`src/rtl/pip_if_rv32_pkg.sv`:
```
// Shared definitions for the RV32 instruction-fetch stage: fetch FSM encoding,
// reset/NOP constants, fetch-buffer entry layout and base opcode decode values.
package pip_if_rv32_pkg;

    typedef enum logic [1:0] {
        ST_IDLE = 2'd0,
        ST_REQ  = 2'd1,
        ST_HOLD = 2'd2,
        ST_DROP = 2'd3
    } fetch_state_t;

    localparam logic [31:0] RESET_VECTOR_DEF = 32'h0000_0000;
    localparam logic [31:0] NOP_INSTR_DEF    = 32'h0000_0013;
    localparam int          FIFO_W           = 64;

    // RV32I major opcodes as seen by the decode stage
    typedef enum logic [6:0] {
        OP_LUI    = 7'b0110111,
        OP_AUIPC  = 7'b0010111,
        OP_JAL    = 7'b1101111,
        OP_JALR   = 7'b1100111,
        OP_BRANCH = 7'b1100011,
        OP_LOAD   = 7'b0000011,
        OP_STORE  = 7'b0100011,
        OP_IMM    = 7'b0010011,
        OP_REG    = 7'b0110011,
        OP_FENCE  = 7'b0001111,
        OP_SYSTEM = 7'b1110011
    } opcode_t;

    typedef struct packed {
        logic [31:0] pc;
        logic [31:0] instr;
    } fetch_entry_t;

    function automatic logic [31:0] word_align(input logic [31:0] addr);
        return {addr[31:2], 2'b00};
    endfunction

endpackage

```
`src/rtl/pip_fifo2.sv`:
```
// Two-entry fetch buffer. Entry 0 is always the head and is a register, so the
// head word reaches the decode stage straight from flops.
module pip_fifo2
    import pip_if_rv32_pkg::*;
#(
    parameter int           W          = FIFO_W,
    parameter logic [W-1:0] EMPTY_WORD = '0
) (
    input  logic         clk,
    input  logic         rst_n,
    input  logic         flush,
    input  logic         push,
    input  logic [W-1:0] push_data,
    input  logic         pop,
    output logic [W-1:0] head_data,
    output logic         full,
    output logic         empty
);

    logic [W-1:0] entry_reg  [2];
    logic [W-1:0] entry_next [2];
    logic [1:0]   count_reg;
    logic [1:0]   count_next;
    logic         do_pop;
    logic         do_push;

    assign do_pop  = pop && (count_reg != 2'd0);
    assign do_push = push && ((count_reg != 2'd2) || do_pop);

    always_comb begin
        entry_next = entry_reg;
        count_next = count_reg;
        if (flush) begin
            count_next    = 2'd0;
            entry_next[0] = EMPTY_WORD;
        end else begin
            case ({do_push, do_pop})
                2'b10: begin
                    if (count_reg == 2'd0) entry_next[0] = push_data;
                    else                   entry_next[1] = push_data;
                    count_next = count_reg + 2'd1;
                end
                2'b01: begin
                    // head falls back to the idle word when the buffer drains
                    entry_next[0] = (count_reg == 2'd2) ? entry_reg[1] : EMPTY_WORD;
                    count_next    = count_reg - 2'd1;
                end
                2'b11: begin
                    if (count_reg == 2'd2) begin
                        entry_next[0] = entry_reg[1];
                        entry_next[1] = push_data;
                    end else begin
                        entry_next[0] = push_data;
                    end
                end
                default: ;
            endcase
        end
    end

    always_ff @(posedge clk) begin
        if (!rst_n) begin
            entry_reg[0] <= EMPTY_WORD;
            entry_reg[1] <= '0;
            count_reg    <= 2'd0;
        end else begin
            for (int i = 0; i < 2; i++) entry_reg[i] <= entry_next[i];
            count_reg <= count_next;
        end
    end

    assign head_data = entry_reg[0];
    assign full      = (count_reg == 2'd2);
    assign empty     = (count_reg == 2'd0);

endmodule

```
`src/rtl/pip_if_rv32.sv`:
```
// RV32 instruction-fetch stage: single-outstanding I-cache requester feeding a
// two-entry buffer toward decode, with branch redirect and stale-response drop.
module pip_if_rv32
    import pip_if_rv32_pkg::*;
#(
    parameter logic [31:0] RESET_VECTOR = RESET_VECTOR_DEF,
    parameter logic [31:0] NOP_INSTR    = NOP_INSTR_DEF
) (
    input  logic        iCLK,
    input  logic        iRSTn,
    output logic [31:0] oICacheADDR,
    output logic        oICacheREQ,
    input  logic [31:0] iICacheDATA,
    input  logic        iICacheVALID,
    input  logic        iBranchTAKEN,
    input  logic [31:0] iBranchADDR,
    input  logic        iStall,
    output logic [31:0] oPCADDR,
    output logic [31:0] oINSTR,
    output logic        oVALID
);

    fetch_state_t state_reg;
    fetch_state_t state_next;
    logic [31:0]  fetch_pc_reg;
    logic [31:0]  fetch_pc_next;
    logic [31:0]  drop_addr_reg;
    logic [31:0]  drop_addr_next;

    logic         push;
    logic         pop;
    logic         flush;
    logic         fifo_full;
    logic         fifo_empty;
    logic         credit_after_push;
    fetch_entry_t push_entry;
    fetch_entry_t head_entry;

    always_ff @(posedge iCLK) begin
        if (!iRSTn) begin
            state_reg     <= ST_IDLE;
            fetch_pc_reg  <= RESET_VECTOR;
            drop_addr_reg <= RESET_VECTOR;
        end else begin
            state_reg     <= state_next;
            fetch_pc_reg  <= fetch_pc_next;
            drop_addr_reg <= drop_addr_next;
        end
    end

    // A push leaves a free entry only if the buffer was empty or pops this cycle
    assign credit_after_push = fifo_empty || (pop && !fifo_full);

    always_comb begin
        state_next     = state_reg;
        fetch_pc_next  = fetch_pc_reg;
        drop_addr_next = drop_addr_reg;
        case (state_reg)
            ST_IDLE: state_next = ST_REQ;
            ST_REQ: begin
                if (iBranchTAKEN) begin
                    state_next     = iICacheVALID ? ST_REQ : ST_DROP;
                    drop_addr_next = fetch_pc_reg;
                end else if (iICacheVALID) begin
                    fetch_pc_next = fetch_pc_reg + 32'd4;
                    state_next    = credit_after_push ? ST_REQ : ST_HOLD;
                end
            end
            ST_HOLD: begin
                if (iBranchTAKEN || pop) state_next = ST_REQ;
            end
            ST_DROP: begin
                if (!iBranchTAKEN && iICacheVALID) state_next = ST_REQ;
            end
            default: state_next = ST_IDLE;
        endcase
        if (iBranchTAKEN) fetch_pc_next = word_align(iBranchADDR);
    end

    always_comb begin
        oICacheREQ  = (state_reg == ST_REQ) || (state_reg == ST_DROP);
        oICacheADDR = (state_reg == ST_DROP) ? drop_addr_reg : fetch_pc_reg;
        push        = (state_reg == ST_REQ) && iICacheVALID && !iBranchTAKEN;
        pop         = !fifo_empty && !iStall;
        flush       = iBranchTAKEN;
    end

    assign push_entry = '{pc: fetch_pc_reg, instr: iICacheDATA};

    pip_fifo2 #(
        .W          (FIFO_W),
        .EMPTY_WORD ({32'h0000_0000, NOP_INSTR})
    ) u_fifo (
        .clk       (iCLK),
        .rst_n     (iRSTn),
        .flush     (flush),
        .push      (push),
        .push_data (push_entry),
        .pop       (pop),
        .head_data (head_entry),
        .full      (fifo_full),
        .empty     (fifo_empty)
    );

    assign oVALID  = !fifo_empty;
    assign oPCADDR = head_entry.pc;
    assign oINSTR  = head_entry.instr;

endmodule

```
`config.mk`:
```
export PLATFORM = sky130hd
export DESIGN_NAME = pip_if_rv32
export DESIGN_NICKNAME = d
export VERILOG_FILES = /design/src/rtl/pip_if_rv32_pkg.sv /design/src/rtl/pip_fifo2.sv /design/src/rtl/pip_if_rv32.sv
export SDC_FILE = /design/constraint.sdc
export NUM_CORES = 1
export LEC_CHECK = 0
export CORE_UTILIZATION = 45
export CTS_BUF_LIST = sky130_fd_sc_hd__clkbuf_8
export DETAILED_ROUTE_END_ITERATION = 10
export PLACE_DENSITY_LB_ADDON = 0.1
export SLEW_MARGIN = 20
export SYNTH_ARGS = -nofsm -noshare
export SYNTH_HDL_FRONTEND = slang
export SYNTH_SLANG_ARGS = --single-unit
```
`constraint.sdc`:
```
create_clock -name iCLK -period 2.1 [get_ports iCLK]
set_clock_uncertainty 0.2 [all_clocks]
set_input_delay 0.63 -clock iCLK [delete_from_list [all_inputs] [get_ports iCLK]]
set_output_delay 0.63 -clock iCLK [all_outputs]
set_load 0.05 [all_outputs]
```
==> summary.txt <==
Run status
  • Outcome: finished, violations left
  • Failing checks: negative setup slack

Yosys
  • Top post-synthesis cells by count: nand2_1, dfxtp_1, a21boi_0, nor2_1, buf_4
  • Most frequent cell after synthesis: nand2_1
  • Synth Warn #: 0
  • Seq cells post-synth: 188
  • Post-Syn Area: 8730 um^2
  • Largest cells by area after synthesis: dfxtp_1, nand2_1, a21boi_0
  • Distinct cells, synth: 50
  • Asr flop ratio synth: 0%
  • Most used DFF post-synth: dfxtp_1
  • Synthesized instance count: 1,042
  • Top cell type's share of synthesized area: 43.11%
  • Sequential area share after synthesis: 43.11%
  • Biggest area consumer among synthesized cells: dfxtp_1
  • Syn Area/Cell: 8.378 um^2
  • Post-synth EDFFs: 0

Critical path
  • Delay-heaviest family, CP: buffers and inverters
  • Critical path type: reg -> out
  • RR Endpoint: u_fifo.entry_reg[35]$_SDFFE_PN0P_
  • CP required: 1.27 ns
  • CP endpoint kind: output pin
  • RR Startpoint: state_reg[1]$_SDFFE_PN0P_
  • CP Max Fanout: 5
  • Critical-path cell list: nand2_4 -> buf_6 -> buf_16 -> mux2_4 -> buf_8
  • CP bufs+invs: 3
  • Slowest stage cell, crit path: dfxtp_2
  • R2R setup slack: 0.08 ns
  • FF-to-FF path depth: 8
  • CP Launch Type: flip-flop
  • Crit-path max cell delay: 0.35 ns
  • CP arrival: 1.67 ns

Floorplan
  • Die height: 141.3 um
  • Area of the core: 18,830 um^2
  • Ports: 167
  • DIE AREA: 19,960 um^2
  • Starting Density: 46.36%
  • Die X: 141.3 um
  • Row count: 50

GRT
  • GRT Util Overall: 24.14%
  • First-pass GRT wire length: 38,010 um
  • Grt ovf: 0
  • Initial antenna violation count: 0
  • Largest net degree at the start of global routing: 61
  • Vias in the first global route: 7,128

STA
  • Min Hold Slack: 0.2655 ns
  • Highest clock rate: 0.4006 GHz
  • Final period util: 118.9%
  • Final WS setup: -0.3964 ns
  • Setup TNS: -10.89 ns
  • RSZ-0062 raised after global routing: true
  • Pins over their slew limit: 0
  • Final setup violation count: 45
  • Final worst path period need: 2.496 ns
  • Fin. Hold Viols: 0

Power and ir drop
  • Leakage power: 4.739 nW
  • VDD IR-drop max: 0.0004055 V
  • Pwr Density: 625.2 nW/um^2

Final layout
  • Post-route insts no fill: 1,451
  • Final nets: 1,248
  • Filler cell count: 1,574
  • N_diodes: 0
  • Area growth from synthesis to layout: 40.32%
  • Design Area, Final: 12,250 um^2
  • Layout cells sized above 1: 29.89%

Clock tree
  • Clk sinks: 188
  • Clk_lat worst skew: 0.47 ns
  • Post-CTS Hold Buffers: 0
  • CTS H-tree lvls: 4
  • CTS root buffer: clkbuf_8
  • Clk buf depth: 2
  • CTS tree: done
  • Number of buffers created by CTS: 17
  • CTS clk-pin slew, worst paths: 0.10 ns

Routing
  • Number of remaining DRC errors: 0
  • DRT antenna net count: 0
  • DRT iter0 DRCs: 459
  • Vias: 7,601
  • Drt wl/cell: 17.03 um
  • Via/cell ratio: 5.238
  • Total wire length: 24,710 um
  • DR pass1 iterations: 4

Min path
  • Worst Hold Depth: 2
  • WHS Endpoint: drop_addr_reg[30]$_SDFFE_PN0P_
  • HP Class: reg -> reg
  • Worst hold path startpoint: drop_addr_reg[30]$_SDFFE_PN0P_

Placed design
  • Cells after DPL: 1,397
  • Port-buffer cells: 160
  • GPL Wtd Cong: 0.7837
  • Area after DPL: 11,040 um^2
  • Post-DP HPWL: 15,540 um
  • Setup WS pre-CTS: -0.4927 ns

Run
  • Max cap viols: 0
==> what timing repair did <==
item,CTS,global route
setup buffers,4,8
pin swaps,1,10
gates resized for setup,107,31
gates cloned,4,9
setup endpoints to repair,31,159
==> worst reg2reg max path, stage by stage (launching register included) <==
cell and delay, ns:
dfxtp_2 0.34, buf_4 0.15, nand3b_1 0.17, buf_4 0.15, nor2_4 0.15, and2_4 0.35
buf_6 0.19, nand2_1 0.05, a21boi_0 0.18
==> cell type report <==
type,count,area [um^2],share of cell area [%]
multi-input combinational,683,4523,36.93
clock buffer,20,275.3,2.247
inverter,8,30.03,0.2451
clock inverter,12,111.4,0.9091
timing repair buffer,280,3211,26.21
sequential,188,3774,30.81
tap,260,325.3,2.656
==> layout by cell type, fill, tap and decap left out, drive strengths merged, types with 2 or more instances in the layout <==
cell type	Yosys	final
conb	1	4
mux2i	4	4
clkbuf	66	28
nor4	2	2
mux2	30	30
a21oi	27	27
nor3b	2	2
xor2	8	8
o21ai	31	31
nor2	71	71
o22ai	3	3
nand3	14	14
dfxtp	188	188
buf	100	207
a21boi	94	94
and2	6	6
nand2b	3	3
inv	7	11
clkinvlp	0	2
and3	2	2
nor3	73	73
nand2	204	204
nand4	4	4
o211a	5	5
clkinv	1	6
clkdlybuf4s50	0	64
and4b	2	2
xnor2	21	21
a221oi	59	59
a211oi	3	3
==> kinds of logic (layout without fill, tap and decap cells) <==
family          after synthesis  in the layout  share of synthesized area [%]
simple gates                389            389                          19.78
compound gates              226            226                          18.76
flops                       188            188                          43.11
buf+inv                     174            320                          10.92
mux                          34             34                          4.328
xor+xnor                     29             29                          2.910
fa+ha+maj                     1              1                         0.1433
other cells                   1              4                        0.04296
==> power by group <==
| group | leakage (nW) | switching [mW] | internal [mW] |
|---|---|---|---|
| combinational | 3.01 | 0.815 | 0.700 |
| sequential | 1.53 | 0.0815 | 3.66 |
| clock | 0.197 | 1.36 | 1.04 |
| total | 4.74 | 2.26 | 5.40 |
==> metrics by stage <==
| step | util (%) | total power [mW] |
|---|---|---|
| 2_1_floorplan | - | 4.642 |
| 3_3_place_gp | 58.65 | 5.134 |
| 3_5_place_dp | 58.65 | 5.139 |
| 4_1_cts | 63.43 | 7.647 |
| 5_1_grt | 65.05 | 7.945 |
| 6_report | 65.05 | 7.658 |
==> metal layers <==
layer | track usage (%) | up-vias | wire [um]
met5 | 0 | - | 0
met4 | 6.522 | 0 | 259
met3 | 3.577 | 19 | 1125
met2 | 40.15 | 208 | 11800
met1 | 32.61 | 3601 | 11530
li1 | - | 3773 | -
==> worst max path at each step <==
stage,from,endpoint,cells after the start
floorplan,iBranchTAKEN,u_fifo.head_data[12]$_SDFFE_PP0P_,6
global placement,iICacheVALID,u_fifo.head_data[49]$_SDFFE_PP0P_,7
detailed placement,iICacheVALID,u_fifo.head_data[16]$_SDFFE_PP0P_,8
CTS,state_reg[0]$_SDFFE_PN0P_,oICacheADDR[14],5
global route,state_reg[0]$_SDFFE_PN0P_,oICacheADDR[14],5
finish,state_reg[0]$_SDFFE_PN0P_,oICacheADDR[10],5
Note: power is estimated with default switching activity, not from simulation.
